<file path="src/rtl/btn_pkg.sv">
// -----------------------------------------------------------------------------
// btn_pkg
//   Shared definitions for the pushbutton conditioning front end.
//   - btn_state_e : per-channel debounce/hold state
//   - BTN_*       : bit positions of each board button in the btn_* vectors
//   - DEF_*       : default timing for the 100 MHz board clock
// -----------------------------------------------------------------------------
package btn_pkg;

  typedef enum logic [2:0] {
    RELEASED     = 3'd0,
    PRESS_WAIT   = 3'd1,
    PRESSED      = 3'd2,
    LONG_HELD    = 3'd3,
    RELEASE_WAIT = 3'd4
  } btn_state_e;

  localparam int BTN_UP    = 0;
  localparam int BTN_LEFT  = 1;
  localparam int BTN_RIGHT = 2;
  localparam int BTN_DOWN  = 3;
  localparam int BTN_POWER = 4;

  localparam int DEF_N_BTN             = 5;
  localparam int DEF_DEBOUNCE_CYCLES   = 2000000;    // 20 ms at 100 MHz
  localparam int DEF_LONG_PRESS_CYCLES = 100000000;  // 1 s at 100 MHz
  localparam int DEF_CNT_W             = 27;

endpackage

</file>
<file path="src/rtl/btn_conditioner_channel.sv">
// -----------------------------------------------------------------------------
// btn_conditioner_channel
//   One pushbutton channel: 2-flop synchroniser, debounce FSM, hold counter.
//   Ports:
//     clk_i    board clock, rising edge
//     rst_ni   asynchronous active-low reset
//     raw_i    raw asynchronous pad level, 1 = pressed
//     level_o  debounced level
//     rise_o   1-cycle pulse on level 0->1
//     fall_o   1-cycle pulse on level 1->0
//     long_o   1-cycle pulse once per press after LONG_PRESS_CYCLES held
//     state_o  current FSM state (debug)
//   Handshake: none; all outputs are registered levels/pulses, no back-pressure.
// -----------------------------------------------------------------------------
module btn_conditioner_channel
  import btn_pkg::*;
#(
  parameter int DEBOUNCE_CYCLES   = DEF_DEBOUNCE_CYCLES,
  parameter int LONG_PRESS_CYCLES = DEF_LONG_PRESS_CYCLES,
  parameter int CNT_W             = DEF_CNT_W
) (
  input  logic       clk_i,
  input  logic       rst_ni,
  input  logic       raw_i,
  output logic       level_o,
  output logic       rise_o,
  output logic       fall_o,
  output logic       long_o,
  output btn_state_e state_o
);

  localparam logic [CNT_W-1:0] DEB_MAX  = CNT_W'(DEBOUNCE_CYCLES);
  localparam logic [CNT_W-1:0] HOLD_MAX = CNT_W'(LONG_PRESS_CYCLES - 1);

  logic             sync1_q;
  logic             sync2_q;
  btn_state_e       state_q;
  logic [CNT_W-1:0] dcnt_q;
  logic [CNT_W-1:0] hcnt_q;
  logic             long_flag_q;  // press already reached LONG_HELD
  logic             level_q;
  logic             rise_q;
  logic             fall_q;
  logic             long_q;

  // Hold counter stops at the threshold so a release glitch straddling the
  // threshold still leaves it matching when the press resumes.
  logic [CNT_W-1:0] hcnt_inc;
  assign hcnt_inc = (hcnt_q < HOLD_MAX) ? hcnt_q + 1'b1 : hcnt_q;

  always_ff @(posedge clk_i or negedge rst_ni) begin
    if (!rst_ni) begin
      sync1_q     <= 1'b0;
      sync2_q     <= 1'b0;
      state_q     <= RELEASED;
      dcnt_q      <= '0;
      hcnt_q      <= '0;
      long_flag_q <= 1'b0;
      level_q     <= 1'b0;
      rise_q      <= 1'b0;
      fall_q      <= 1'b0;
      long_q      <= 1'b0;
    end else begin
      sync1_q <= raw_i;
      sync2_q <= sync1_q;
      rise_q  <= 1'b0;
      fall_q  <= 1'b0;
      long_q  <= 1'b0;
      case (state_q)
        RELEASED: begin
          if (sync2_q) begin
            state_q <= PRESS_WAIT;
            dcnt_q  <= CNT_W'(1);
          end
        end
        PRESS_WAIT: begin
          if (!sync2_q) begin
            state_q <= RELEASED;
            dcnt_q  <= '0;
          end else if (dcnt_q >= DEB_MAX) begin
            state_q     <= PRESSED;
            level_q     <= 1'b1;
            rise_q      <= 1'b1;
            hcnt_q      <= '0;
            dcnt_q      <= '0;
            long_flag_q <= 1'b0;
          end else begin
            dcnt_q <= dcnt_q + 1'b1;
          end
        end
        PRESSED: begin
          if (!sync2_q) begin
            state_q <= RELEASE_WAIT;
            dcnt_q  <= CNT_W'(1);
            hcnt_q  <= hcnt_inc;
          end else if (hcnt_q == HOLD_MAX) begin
            state_q     <= LONG_HELD;
            long_q      <= 1'b1;
            long_flag_q <= 1'b1;
          end else begin
            hcnt_q <= hcnt_inc;
          end
        end
        LONG_HELD: begin
          if (!sync2_q) begin
            state_q <= RELEASE_WAIT;
            dcnt_q  <= CNT_W'(1);
          end
        end
        RELEASE_WAIT: begin
          // Glitch time keeps counting toward the hold threshold.
          if (!long_flag_q) hcnt_q <= hcnt_inc;
          if (sync2_q) begin
            state_q <= long_flag_q ? LONG_HELD : PRESSED;
            dcnt_q  <= '0;
          end else if (dcnt_q >= DEB_MAX) begin
            state_q <= RELEASED;
            level_q <= 1'b0;
            fall_q  <= 1'b1;
            dcnt_q  <= '0;
            hcnt_q  <= '0;
          end else begin
            dcnt_q <= dcnt_q + 1'b1;
          end
        end
        default: begin
          state_q <= RELEASED;
          level_q <= 1'b0;
          dcnt_q  <= '0;
          hcnt_q  <= '0;
        end
      endcase
    end
  end

  assign level_o = level_q;
  assign rise_o  = rise_q;
  assign fall_o  = fall_q;
  assign long_o  = long_q;
  assign state_o = state_q;

endmodule

</file>
<file path="src/rtl/btn_conditioner.sv">
// -----------------------------------------------------------------------------
// btn_conditioner
//   Conditions all board pushbuttons: synchronise, debounce, and produce a
//   clean level plus single-cycle rise, fall and long-press pulses.
//   Ports:
//     clk        100 MHz board clock, rising edge
//     rst_n      asynchronous active-low reset
//     btn_raw    raw pad levels, 1 = pressed (index by BTN_* in btn_pkg)
//     btn_level  debounced level
//     btn_rise   1-cycle pulse on level 0->1
//     btn_fall   1-cycle pulse on level 1->0
//     btn_long   1-cycle pulse once per press after LONG_PRESS_CYCLES
//     btn_state  per-channel FSM state, 3 bits per channel (debug)
//   Handshake: none; consumers sample the registered pulses each cycle.
// -----------------------------------------------------------------------------
module btn_conditioner
  import btn_pkg::*;
#(
  parameter int N_BTN             = DEF_N_BTN,
  parameter int DEBOUNCE_CYCLES   = DEF_DEBOUNCE_CYCLES,
  parameter int LONG_PRESS_CYCLES = DEF_LONG_PRESS_CYCLES,
  parameter int CNT_W             = DEF_CNT_W
) (
  input  logic               clk,
  input  logic               rst_n,
  input  logic [N_BTN-1:0]   btn_raw,
  output logic [N_BTN-1:0]   btn_level,
  output logic [N_BTN-1:0]   btn_rise,
  output logic [N_BTN-1:0]   btn_fall,
  output logic [N_BTN-1:0]   btn_long,
  output logic [3*N_BTN-1:0] btn_state
);

  for (genvar gi = 0; gi < N_BTN; gi++) begin : g_ch
    btn_state_e ch_state;

    btn_conditioner_channel #(
      .DEBOUNCE_CYCLES  (DEBOUNCE_CYCLES),
      .LONG_PRESS_CYCLES(LONG_PRESS_CYCLES),
      .CNT_W            (CNT_W)
    ) u_ch (
      .clk_i  (clk),
      .rst_ni (rst_n),
      .raw_i  (btn_raw[gi]),
      .level_o(btn_level[gi]),
      .rise_o (btn_rise[gi]),
      .fall_o (btn_fall[gi]),
      .long_o (btn_long[gi]),
      .state_o(ch_state)
    );

    assign btn_state[3*gi +: 3] = ch_state;
  end

endmodule

</file>
<file path="config.mk">
export PLATFORM = sky130hd
export DESIGN_NAME = btn_conditioner
export DESIGN_NICKNAME = d
export VERILOG_FILES = /design/src/rtl/btn_pkg.sv /design/src/rtl/btn_conditioner_channel.sv /design/src/rtl/btn_conditioner.sv
export SDC_FILE = /design/constraint.sdc
export NUM_CORES = 1
export LEC_CHECK = 0
export ABC_AREA = 1
export ABC_CLOCK_PERIOD_IN_PS = 1950
export BUFFER_PORTS_ARGS = -buffer_cell sky130_fd_sc_hd__buf_4
export CORE_MARGIN = 2
export CORE_UTILIZATION = 46
export CTS_CLUSTER_DIAMETER = 30
export CTS_CLUSTER_SIZE = 12
export DETAILED_ROUTE_END_ITERATION = 16
export GPL_TIMING_DRIVEN = 0
export PLACE_DENSITY = 0.72
export SLEW_MARGIN = 20
export SYNTH_ARGS = -nofsm -noshare
export SYNTH_HDL_FRONTEND = slang
export SYNTH_SLANG_ARGS = --single-unit
</file>
<file path="constraint.sdc">
create_clock -name clk -period 1.95 [get_ports clk]
set_input_delay 0.585 -clock clk [delete_from_list [all_inputs] [get_ports clk]]
set_output_delay 0.585 -clock clk [all_outputs]
set_load 0.005 [all_outputs]
</file>
==> results of run 1 <==
==> layout make-up <==
cell class,instances,area (um^2)
buffer,171,1313
clock buffer,118,2499
clock inverter,41,556.8
fill,4865,20800
inverter,399,1574
multi-input combinational,3131,16000
sequential,320,8123
tap,696,870.8
timing repair buffer,231,2175
timing repair inverter,2,11.26
==> cells in the final DEF, fill, tap and decap left out, drive strengths merged <==
cell type / instances
nand2: 1649
nor2: 515
nand3: 417
inv: 396
buf: 325
dfrtp: 320
clkbuf: 194
xor2: 113
o21ai: 113
o211ai: 96
a21oi: 48
nand4: 45
o22ai: 44
nor3: 40
clkinv: 28
ha: 15
bufinv: 11
a31oi: 7
clkinvlp: 7
xnor2: 6
nand3b: 5
or2: 5
nor4: 4
o31ai: 4
o21bai: 2
and3: 1
nor3b: 1
o311ai: 1
dlygate4sd3: 1
==> logic make-up after synthesis <==
| group | after synthesis | synth area share |
|---|---|---|
| adder cells (fa/ha/maj) | 15 | 0.007475 |
| buffers and inverters | 575 | 0.1027 |
| flip-flops | 320 | 0.3189 |
| XOR/XNOR | 119 | 0.04151 |
| AO/OA/AOI/OAI | 315 | 0.07833 |
| AND/OR/NAND/NOR | 2680 | 0.4511 |
==> cells in the mapped netlist (44+ instances only) <==
library cell               count
sky130_fd_sc_hd__buf_2        48
sky130_fd_sc_hd__clkbuf_1     57
sky130_fd_sc_hd__dfrtp_1     320
sky130_fd_sc_hd__inv_1       365
sky130_fd_sc_hd__nand2_1    1580
sky130_fd_sc_hd__nand2_2      61
sky130_fd_sc_hd__nand3_1     393
sky130_fd_sc_hd__nand4_1      45
sky130_fd_sc_hd__nor2_1      469
sky130_fd_sc_hd__o211ai_1     96
sky130_fd_sc_hd__o21ai_0     105
sky130_fd_sc_hd__o22ai_1      44
sky130_fd_sc_hd__xor2_1      113
==> power groups by stage <==
stage	registers, mW	logic [mW]	clock network, mW
3_3_place_gp	7.68	7.67	0
2_1_floorplan	7.53	5.46	0
5_1_grt	7.68	11.7	15.3
6_report	7.63	10.8	14.7
4_1_cts	7.57	8.38	14.9
3_5_place_dp	7.69	7.78	0
==> layer usage <==
metal | vias up | track usage | wire (um)
li1 | 13420 | - | -
met1 | 12520 | 0.3290 | 33590
met2 | 838 | 0.4058 | 34820
met3 | 229 | 0.03786 | 4159
met4 | 0 | 0.08557 | 2881
met5 | - | 0 | 0
==> worst paths after layout <==
check / start / endpoint / slack (ps) / cells past startpoint
setup / recovery: g_ch[3].u_ch.dcnt_q[21] / g_ch[3].u_ch.hcnt_q[24] / -40 / 11
hold / removal: btn_raw[3] / g_ch[3].u_ch.sync1_q / 70 / 1
setup reg to reg: g_ch[3].u_ch.dcnt_q[21] / g_ch[3].u_ch.hcnt_q[24] / -40 / 11
hold reg to reg: g_ch[1].u_ch.sync1_q / g_ch[1].u_ch.sync2_q / 340 / 0
max in group asynchronous: rst_n / g_ch[4].u_ch.hcnt_q[24] / 320 / 4
min in group asynchronous: rst_n / g_ch[0].u_ch.hcnt_q[16] / 480 / 2
==> critical path, cell delays in order, from the launching register on <==
cell and delay, ps:
sky130_fd_sc_hd__dfrtp_1 400, sky130_fd_sc_hd__nor2_1 130, sky130_fd_sc_hd__nand2_1 100, sky130_fd_sc_hd__nor2_4 140, sky130_fd_sc_hd__nand3_2 130, sky130_fd_sc_hd__nand4_1 140
sky130_fd_sc_hd__nand2_1 100, sky130_fd_sc_hd__nor2_4 200, sky130_fd_sc_hd__clkinv_4 190, sky130_fd_sc_hd__clkbuf_16 220, sky130_fd_sc_hd__nand2_4 50, sky130_fd_sc_hd__nand2_1 50
==> sequential cells by signal, summed over array words and instances (netlist names) <==
name / count
g_ch.u_ch.dcnt_q: 135
g_ch.u_ch.hcnt_q: 135
g_ch.u_ch.state_o: 15
g_ch.u_ch.fall_o: 5
g_ch.u_ch.level_o: 5
g_ch.u_ch.long_flag_q: 5
g_ch.u_ch.long_o: 5
g_ch.u_ch.rise_o: 5
g_ch.u_ch.sync1_q: 5
g_ch.u_ch.sync2_q: 5
==> through the flow <==
step	utilization	hold WS, ps	TNS, ps	setup WS [ps]
after global placement	0.4875	332.2	-926250	-2776
after detailed placement	0.4892	338.5	-51170	-555.8
after CTS	0.5541	42.31	-13.53	-13.53
after global routing	0.6142	46.93	-5539	-131.3
after floorplan	-	289.4	0	80.18
final	0.6142	74.67	-186.0	-39.44
==> repair_timing <==
item | in CTS | in global routing
pin swaps | 9 | 158
hold buffers | 1 | 0
buffers inserted | 20 | 146
gates resized for setup | 90 | 622
setup endpoints to repair | 192 | 298
cloned | 0 | 25
hold endpoints to repair | 45 | 0
==> flow_summary_export.csv, run 1 <==
group,metric,value,unit
floorplan,io-pin-count,42,
timing,min_period,1989,ps
power,cellLeakagePower,16.44,nW
logic_synthesis,yosys_warnings,0,
clock_network,clkSlewWorstSetupHoldPaths,50,ps
outcome,violations,"negative setup slack",
clock_network,clock-root-buffer,"sky130_fd_sc_hd__clkbuf_16",
final_layout,layout.cells.non_filler,5109,
clock_network,clock_latency_of_the_later_clocked_register_in_the_worst_skew_pair,620,ps
worst_setup_path,critPathKind,"reg2reg",
job,cap_viol_max_count,0,
grt,grt_pass1_vias,24160,
timing,rsz_0062_raised_after_global_routing,"yes",
grt,grt_antenna_before_repair,0,
timing,slew_headroom,0.5726,
logic_synthesis,synth.top_cells.by_area,"sky130_fd_sc_hd__dfrtp_1 (32%), sky130_fd_sc_hd__nand2_1 (24%), sky130_fd_sc_hd__nand3_1 (7.8%)",
final_layout,share_of_layout_cells_above_drive_strength_1,0.2502,
worst_setup_path,worstPathMaxFanout,8,
timing,setup_ws,-39.44,ps
detailed_routing,routed-via-count,27000,
logic_synthesis,synth.yosys.seq_area_share,0.3189,
final_layout,final_nets,4366,
clock_network,cts_tree,"done",
detailed_routing,postRouteAntennaNets,0,
logic_synthesis,synth_top_cell_area_share,0.3189,
grt,grt_start_max_net_pins,94,
floorplan,die_w,237.6,um
timing,timing.fmax,502.7,MHz
floorplan,rows,85,
detailed_routing,wl,75.46,mm
clock_network,cts_htree_levels,3,
grt,grt_first_pass_wirelength,117.1,mm
logic_synthesis,ys_seq_elements,320,
power,power_per_cell_area,1001,mW/mm^2
timing,finalClockSkew,30.04,ps
detailed_routing,drt_iter0_drc,1932,
logic_synthesis,ys_dominant_reg_cell,"sky130_fd_sc_hd__dfrtp_1",
outcome,status,"complete, but fails checks",
logic_synthesis,yosys.area.top_type,"sky130_fd_sc_hd__dfrtp_1",
clock_network,max-clock-path-buffers,3,
placed_design,detailed_place_hpwl,49.67,mm
placed_design,place.port_buffers,41,
logic_synthesis,share_of_flip_flops_with_an_asynchronous_set_or_reset_after_synthesis,1.000,
power,irDropWorstVdd,704.7,uV
logic_synthesis,netlist_area,0.02511,mm^2
power,p_seq_frac,0.230,
floorplan,initial_utilization,0.4657,
final_layout,final_design_area_no_fill,0.03312,mm^2
logic_synthesis,synth_edf_count,0,
placed_design,gp_routability_congestion,0.9678,
power,power.switching_fraction,0.3504,
hold_path,worst_hold_path_type,"in2reg",
timing,setup_viol_count_final,12,
power,power.total,33.14,mW
logic_synthesis,syn_nets,4046,
logic_synthesis,synthDistinctLibCells,47,
timing,timing.final.crit_share,1.020,
timing,worstMarginPinSlew,641.0,ps
power,share_clk_of_total_power,0.444,
worst_setup_path,critical_path_rt,2450,ps
detailed_routing,vias_per_cell,5.285,
power,internal_power,21.53,mW
power,p_switching,11.61,mW
floorplan,core-area,0.05392,mm^2
clock_network,cts.sink_count,320,
logic_synthesis,synth.avg_cell_area,6.240,um^2
timing,slew_violations,0,
worst_setup_path,timing.critical_path.from_type,"flip-flop",
timing,hold_viol,0,
placed_design,placed_cells,4764,
worst_setup_path,endpoint_kind,"flip-flop",
clock_network,tritoncts.num_buffers,88,
grt,grt_overflow_total,0,
worst_setup_path,cp_data_arrival_time,2490,ps
detailed_routing,wire_per_inst,14.77,um
floorplan,die-height,237.6,um
detailed_routing,drtPass1Iterations,5,
power,power.share.combinational,0.325,
detailed_routing,drc,0,
grt,grtUsageTotal,0.2461,
final_layout,area.growth.synth_to_final,31.89,%
floorplan,die-area,0.05647,mm^2
placed_design,postPlaceCellArea,0.02638,mm^2
final_layout,antenna-diode-count,0,
logic_synthesis,syn-instance-count,4024,
Power figures use the tool's default switching activity.
==> run 2, diff against run 1 <==
- PLACE_DENSITY: 0.72 -> unset
- PLACE_DENSITY_LB_ADDON: unset -> 0.25
==> flow_summary_export.csv, run 2 (synthesis gave the netlist of run 1 again) <==
group,metric,value,unit
outcome,status,"complete, but fails checks",
outcome,violations,"negative setup slack",
grt,grt_start_max_net_pins,95,
placed_design,preCtsSetupSlack,-485.0,ps
worst_setup_path,critPathKind,"reg2reg",
timing,setup_ws,-61.58,ps
hold_path,hold-path-cell-count,1,
worst_setup_path,worst_r2r_endpoint,"g_ch[1].u_ch.hcnt_q[11]",
clock_network,clkSlewWorstSetupHoldPaths,50,ps
power,p_seq_frac,0.234,
detailed_routing,routed-via-count,26460,
timing,slew_headroom,0.5793,
final_layout,seqCellArea,0.008115,mm^2
clock_network,clock-root-buffer,"sky130_fd_sc_hd__clkbuf_16",
timing,finalClockSkew,22.14,ps
final_layout,final_nets,4343,
detailed_routing,drtPass1Iterations,6,
grt,grt_pass1_vias,23080,
final_layout,share_of_layout_cells_above_drive_strength_1,0.2379,
placed_design,detailed_place_hpwl,48.88,mm
clock_network,cts_htree_levels,3,
power,power.share.combinational,0.330,
placed_design,gp_routability_congestion,0.9774,
worst_setup_path,worstPathMaxFanout,7,
worst_setup_path,ff2ff_path_depth,14,
timing,min_period,2012,ps
clock_network,clock_latency_of_the_later_clocked_register_in_the_worst_skew_pair,620,ps
power,irDropWorstVdd,861.9,uV
floorplan,die-area,0.05647,mm^2
power,p_switching,11.58,mW
hold_path,worst_hold_path_type,"in2reg",
worst_setup_path,regToRegSetupSlack,-60,ps
final_layout,multi_input_comb_area,0.01581,mm^2
final_layout,layout.cells.most_common_list,"sky130_fd_sc_hd__nand2_1 (1455), sky130_fd_sc_hd__nor2_1 (399), sky130_fd_sc_hd__nand3_1 (363)",
worst_setup_path,crit-reg2reg-launch,"g_ch[1].u_ch.hcnt_q[1]",
power,share_clk_of_total_power,0.436,
final_layout,antenna-diode-count,0,
timing,rsz_0062_raised_after_global_routing,"yes",
final_layout,area.growth.synth_to_final,29.81,%
timing,final.setup.tns,-743.1,ps
floorplan,io-pin-count,42,
placed_design,placed_cells,4764,
final_layout,fillers,5041,
clock_network,cts_tree,"done",
final_layout,layout.cells.non_filler,5088,
clock_network,cts.sink_count,320,
floorplan,die-height,237.6,um
grt,grt_antenna_before_repair,0,
timing,worstMarginPinSlew,631.0,ps
floorplan,initial_utilization,0.4657,
final_layout,most_common_cell_after_layout_fill_and_taps_aside,"sky130_fd_sc_hd__nand2_1",
grt,grt_overflow_total,0,
floorplan,die_w,237.6,um
worst_setup_path,endpoint_kind,"flip-flop",
hold_path,min_delay_worst_endpoint,"g_ch[4].u_ch.sync1_q",
timing,slew_violations,0,
power,cellLeakagePower,16.14,nW
floorplan,rows,85,
power,power.total,32.61,mW
detailed_routing,drc,0,
grt,grtUsageTotal,0.2408,
power,internal_power,21.03,mW
power,power_per_cell_area,1000,mW/mm^2
detailed_routing,wire_per_inst,14.33,um
placed_design,place.port_buffers,41,
detailed_routing,postRouteAntennaNets,0,
power,power.switching_fraction,0.3550,
final_layout,final_core_util,0.6045,
floorplan,core-area,0.05392,mm^2
worst_setup_path,cp_data_arrival_time,2510,ps
clock_network,max-clock-path-buffers,3,
worst_setup_path,timing.critical_path.from_type,"flip-flop",
detailed_routing,wl,72.92,mm
timing,hold_viol,0,
grt,grt_first_pass_wirelength,114.2,mm
detailed_routing,drt_iter0_drc,2076,
timing,setup_viol_count_final,22,
worst_setup_path,critical_path_rt,2440,ps
clock_network,tritoncts.num_buffers,86,
detailed_routing,vias_per_cell,5.201,
job,cap_viol_max_count,0,
timing,timing.fmax,497.1,MHz
hold_path,hp-start,"btn_raw[4]",
timing,timing.final.crit_share,1.032,
-- run 2: changes by cell type in the layout (fill, tap and decap cells not counted), moves of 5 or more --
cell,before,now
sky130_fd_sc_hd__nand2_4,50,39
sky130_fd_sc_hd__buf_2,23,17
sky130_fd_sc_hd__nand2_2,160,153
sky130_fd_sc_hd__nor2_4,56,51
sky130_fd_sc_hd__dfrtp_2,92,86
sky130_fd_sc_hd__dfrtp_1,228,234
sky130_fd_sc_hd__inv_4,15,10
sky130_fd_sc_hd__clkinv_4,4,10
sky130_fd_sc_hd__clkbuf_8,12,17
sky130_fd_sc_hd__nor2_1,390,399
sky130_fd_sc_hd__clkbuf_4,11,16
sky130_fd_sc_hd__nand2_1,1436,1455
sky130_fd_sc_hd__inv_6,2,7
sky130_fd_sc_hd__buf_4,231,217
-- run 2: critical path: stages (launching register included) --
cell and delay (ps):
sky130_fd_sc_hd__dfrtp_2 430, sky130_fd_sc_hd__ha_4 190, sky130_fd_sc_hd__nand3_4 110, sky130_fd_sc_hd__inv_4 40, sky130_fd_sc_hd__nand2_4 80, sky130_fd_sc_hd__inv_4 40, sky130_fd_sc_hd__nand2_2 60, sky130_fd_sc_hd__nor2_2 40
sky130_fd_sc_hd__nand3_1 70, sky130_fd_sc_hd__nand2_2 80, sky130_fd_sc_hd__nor2_4 230, sky130_fd_sc_hd__clkinv_4 190, sky130_fd_sc_hd__clkbuf_16 220, sky130_fd_sc_hd__nand2_4 60, sky130_fd_sc_hd__nand2_2 40
-- run 2: power groups by stage --
stage,Combinational (mW),Clock (mW),Sequential (mW)
after floorplan,5.46,0,7.53
after global placement,7.72,0,7.69
after detailed placement,7.78,0,7.69
after CTS,8.53,14.5,7.56
after global routing,11.7,14.9,7.67
final,10.8,14.2,7.62
-- run 2: area by class of cell --
cell class	count	area share
Buffer	167	0.03950
Tap cell	696	0.02672
Multi-Input combinational cell	3132	0.4850
Sequential cell	320	0.2490
Inverter	399	0.04787
Timing Repair inverter	1	0.0001536
Clock inverter	45	0.01597
Timing Repair Buffer	214	0.06069
Clock buffer	114	0.07512
-- run 2: what timing repair did --
action	4_1_cts	5_1_grt
pin swaps	8	129
resized for setup	84	559
endpoints found under the setup margin	185	285
hold buffers	1	0
hold endpoints to repair	32	0
gates cloned	1	22
buffers inserted	25	125
-- run 2: worst max-delay path by stage --
stage,start,to,slack (ps),depth (start not counted)
3_3_place_gp,rst_n,g_ch[4].u_ch.hcnt_q[26],-2860,1
2_1_floorplan,g_ch[1].u_ch.hcnt_q[0],g_ch[1].u_ch.hcnt_q[10],80,14
4_1_cts,g_ch[1].u_ch.state_o[0],g_ch[1].u_ch.state_o[1],0.3,7
3_5_place_dp,g_ch[1].u_ch.hcnt_q[0],g_ch[1].u_ch.hcnt_q[15],-490,14
5_1_grt,g_ch[1].u_ch.dcnt_q[11],g_ch[1].u_ch.hcnt_q[11],-110,11
6_report,g_ch[1].u_ch.hcnt_q[1],g_ch[1].u_ch.hcnt_q[11],-60,14
-- run 2: per-stage QoR --
stage	hold slack, ps	instance area, um^2
5_1_grt	53.54	32590
3_5_place_dp	336.4	26380
3_3_place_gp	333.2	26290
6_report	75.88	32590
2_1_floorplan	289.4	25110
4_1_cts	51.63	29810
-- run 2: metal layers --
| layer | global-route usage | share of wire |
|---|---|---|
| met1 | 0.3440 | 0.47 |
| met2 | 0.3779 | 0.45 |
| met3 | 0.03588 | 0.056 |
| met4 | 0.06918 | 0.024 |
| met5 | 0 | 0 |
==> run 3, diff against run 2 <==
- CORE_UTILIZATION: 46 -> 45
- SYNTH_HIERARCHICAL: unset -> 1
==> flow_summary_export.csv, run 3 <==
group,metric,value,unit
outcome,status,"finished clean",
power,p_seq_frac,0.223,
grt,grt_pass1_vias,24370,
logic_synthesis,synth.avg_cell_area,6.335,um^2
placed_design,postPlaceCellArea,0.02696,mm^2
worst_setup_path,crit_slowest_cell,"sky130_fd_sc_hd__dfrtp_2",
logic_synthesis,synth_simple_gate_area_share,0.4411,
timing,slew_violations,0,
floorplan,die-area,0.05878,mm^2
logic_synthesis,adder_and_majority_cell_fraction_of_the_synthesized_area,0.007335,
grt,grt_antenna_before_repair,0,
final_layout,area.growth.synth_to_final,30.18,%
timing,timing.final.crit_share,0.9839,
logic_synthesis,yosys.cell_count.top_type,"sky130_fd_sc_hd__nand2_1",
detailed_routing,drt_iter0_drc,1912,
logic_synthesis,synth_compound_gate_area_share,0.08328,
logic_synthesis,yosys.area.top_type,"sky130_fd_sc_hd__dfrtp_1",
logic_synthesis,synth_edf_count,0,
timing,slew_headroom,0.4979,
power,irDropWorstVdd,918.7,uV
detailed_routing,postRouteAntennaNets,0,
grt,grt_overflow_total,0,
worst_setup_path,cp_data_arrival_time,1330,ps
power,power_per_cell_area,1079,mW/mm^2
logic_synthesis,syn-instance-count,4039,
worst_setup_path,worstPathMaxFanout,6,
floorplan,die-height,242.5,um
power,p_switching,12.72,mW
power,cellLeakagePower,15.87,nW
clock_network,tritoncts.num_buffers,88,
detailed_routing,drtPass1Iterations,6,
grt,grt_first_pass_wirelength,117.8,mm
clock_network,clock_latency_of_the_later_clocked_register_in_the_worst_skew_pair,620,ps
final_layout,fillers,5184,
detailed_routing,wire_per_inst,14.27,um
worst_setup_path,critPathKind,"reg2out",
final_layout,antenna-diode-count,0,
final_layout,share_of_layout_cells_above_drive_strength_1,0.2314,
placed_design,place.port_buffers,41,
detailed_routing,wl,73.81,mm
final_layout,final_nets,4364,
final_layout,most_common_cell_after_layout_fill_and_taps_aside,"sky130_fd_sc_hd__nand2_1",
logic_synthesis,yosys-mux-area-fraction,0,
worst_setup_path,endpoint_kind,"output port",
placed_design,gp_routability_congestion,0.9582,
logic_synthesis,synthDistinctLibCells,47,
floorplan,die_w,242.5,um
power,power.total,35.93,mW
power,power.switching_fraction,0.3539,
worst_setup_path,timing.critical_path.from_type,"flip-flop",
logic_synthesis,ys_seq_elements,320,
logic_synthesis,dominant_combinational_cell_family_by_area_after_synthesis,"simple AND/OR/NAND/NOR gates",
timing,setup_viol_count_final,0,
final_layout,layout.cells.non_filler,5173,
timing,final.setup.tns,0,ps
timing,worstMarginPinSlew,753.1,ps
logic_synthesis,synth.top_cells.by_area,"sky130_fd_sc_hd__dfrtp_1 (31%), sky130_fd_sc_hd__nand2_1 (21%), sky130_fd_sc_hd__nor2_1 (8.3%)",
timing,finalClockSkew,21.87,ps
final_layout,final_design_area_no_fill,0.03331,mm^2
worst_setup_path,max_incr_delay_on_cp,460,ps
logic_synthesis,yosys_warnings,6,
power,power.share.combinational,0.348,
timing,min_period,1919,ps
clock_network,cts.sink_count,320,
logic_synthesis,synth.yosys.seq_area_share,0.3130,
detailed_routing,drc,0,
floorplan,rows,87,
worst_setup_path,regToRegSetupSlack,40,ps
final_layout,layout.cells.most_common_list,"sky130_fd_sc_hd__nand2_1 (1386), sky130_fd_sc_hd__nor2_1 (487), sky130_fd_sc_hd__inv_1 (366)",
clock_network,clock-root-buffer,"sky130_fd_sc_hd__clkbuf_16",
placed_design,detailed_place_hpwl,50.34,mm
floorplan,initial_utilization,0.4547,
timing,rsz_0062_raised_after_global_routing,"yes",
clock_network,cts_tree,"done",
clock_network,clkSlewWorstSetupHoldPaths,50,ps
detailed_routing,vias_per_cell,5.102,
timing,hold_viol,0,
worst_setup_path,critical_path_rt,1360,ps
hold_path,worst_hold_path_type,"in2reg",
logic_synthesis,synthTopCellsByCount,"sky130_fd_sc_hd__nand2_1 (1464), sky130_fd_sc_hd__nor2_1 (568), sky130_fd_sc_hd__inv_1 (382), sky130_fd_sc_hd__dfrtp_1 (320), sky130_fd_sc_hd__nand3_1 (295)",
clock_network,cts_htree_levels,3,
timing,timing.fmax,521.2,MHz
logic_synthesis,synth_xor_area_frac,0.05032,
logic_synthesis,ys_dominant_reg_cell,"sky130_fd_sc_hd__dfrtp_1",
floorplan,io-pin-count,42,
logic_synthesis,syn_nets,4061,
worst_setup_path,timing.critical_path.cells,"buf_12 -> buf_6",
grt,grt_start_max_net_pins,83,
job,cap_viol_max_count,0,
logic_synthesis,share_of_flip_flops_with_an_asynchronous_set_or_reset_after_synthesis,1.000,
detailed_routing,routed-via-count,26390,
placed_design,placed_cells,4840,
power,share_clk_of_total_power,0.428,
logic_synthesis,netlist_area,0.02559,mm^2
logic_synthesis,synth_top_cell_area_share,0.3130,
grt,grtUsageTotal,0.2368,
floorplan,core-area,0.05628,mm^2
power,internal_power,23.21,mW
final_layout,final_core_util,0.5919,
clock_network,max-clock-path-buffers,3,
-- run 3: layout make-up --
| type | count | area (um^2) | area share |
|---|---|---|---|
| Multi-Input combinational cell | 3141 | 16120 | 0.4840 |
| Sequential cell | 320 | 8092 | 0.2429 |
| Clock buffer | 106 | 2372 | 0.07122 |
| Timing Repair Buffer | 212 | 2061 | 0.06187 |
| Inverter | 429 | 1638 | 0.04917 |
| Buffer | 150 | 1259 | 0.03779 |
| Tap cell | 756 | 945.9 | 0.02840 |
| Clock inverter | 59 | 822.0 | 0.02468 |
-- run 3: per-stage QoR --
| stage | hold WS, ps | worst slack (ps) |
|---|---|---|
| after floorplan | 289.4 | 200.4 |
| after global placement | 332.5 | -2872 |
| after detailed placement | 336.2 | -552.4 |
| after CTS | 40.29 | 1.090 |
| after global routing | 43.71 | -86.28 |
| final | 70.37 | 31.32 |
-- run 3: worst paths after layout --
kind,startpoint,cells after the start,endpoint
setup / recovery,g_ch[2].u_ch/state_o[0],2,btn_state[6]
hold / removal,btn_raw[2],1,g_ch[2].u_ch/sync1_q
setup reg to reg,g_ch[2].u_ch/hcnt_q[17],13,g_ch[2].u_ch/hcnt_q[16]
hold reg to reg,g_ch[1].u_ch/sync1_q,0,g_ch[1].u_ch/sync2_q
max in group asynchronous,rst_n,5,g_ch[3].u_ch/dcnt_q[17]
min in group asynchronous,rst_n,2,g_ch[4].u_ch/hcnt_q[11]
-- run 3: power by group through the flow --
stage	registers [mW]	clock network [mW]	logic, mW
floorplan	7.87	0	6.68
global placement	8.06	0	9.16
detailed placement	8.07	0	9.25
CTS	7.97	15.7	10.2
global route	8.10	16.1	13.7
finish	8.03	15.4	12.5
-- run 3: layer usage --
layer | routed length, um | global-route usage | vias to the layer above
li1 | - | - | 13330
met1 | 33220 | 0.3139 | 12170
met2 | 34760 | 0.3915 | 723
met3 | 3588 | 0.03634 | 168
met4 | 2233 | 0.08533 | 0
met5 | 0 | 0 | -
-- run 3: cells by family after synthesis --
family / count (synthesis)
AOI/OAI and AO/OA: 371
xor gates and xnor gates: 147
adders and majority gates: 15
buffers and inverters: 581
and+or+nand+nor: 2605
DFF: 320
-- run 3: repair_timing --
item                                    in CTS  in global routing
hold endpoints to repair                    36                  0
cloned                                       1                 18
endpoints found under the setup margin     214                328
gates resized for setup                     50                440
hold buffers                                 1                  0
buffers inserted                            30                120
pin swaps                                    6                108
-- run 3: worst max-delay path, delay by kind of cell (launching register included) --
family                 cells  cell delay, ps
flip-flops                 1             460
buffers and inverters      2             250
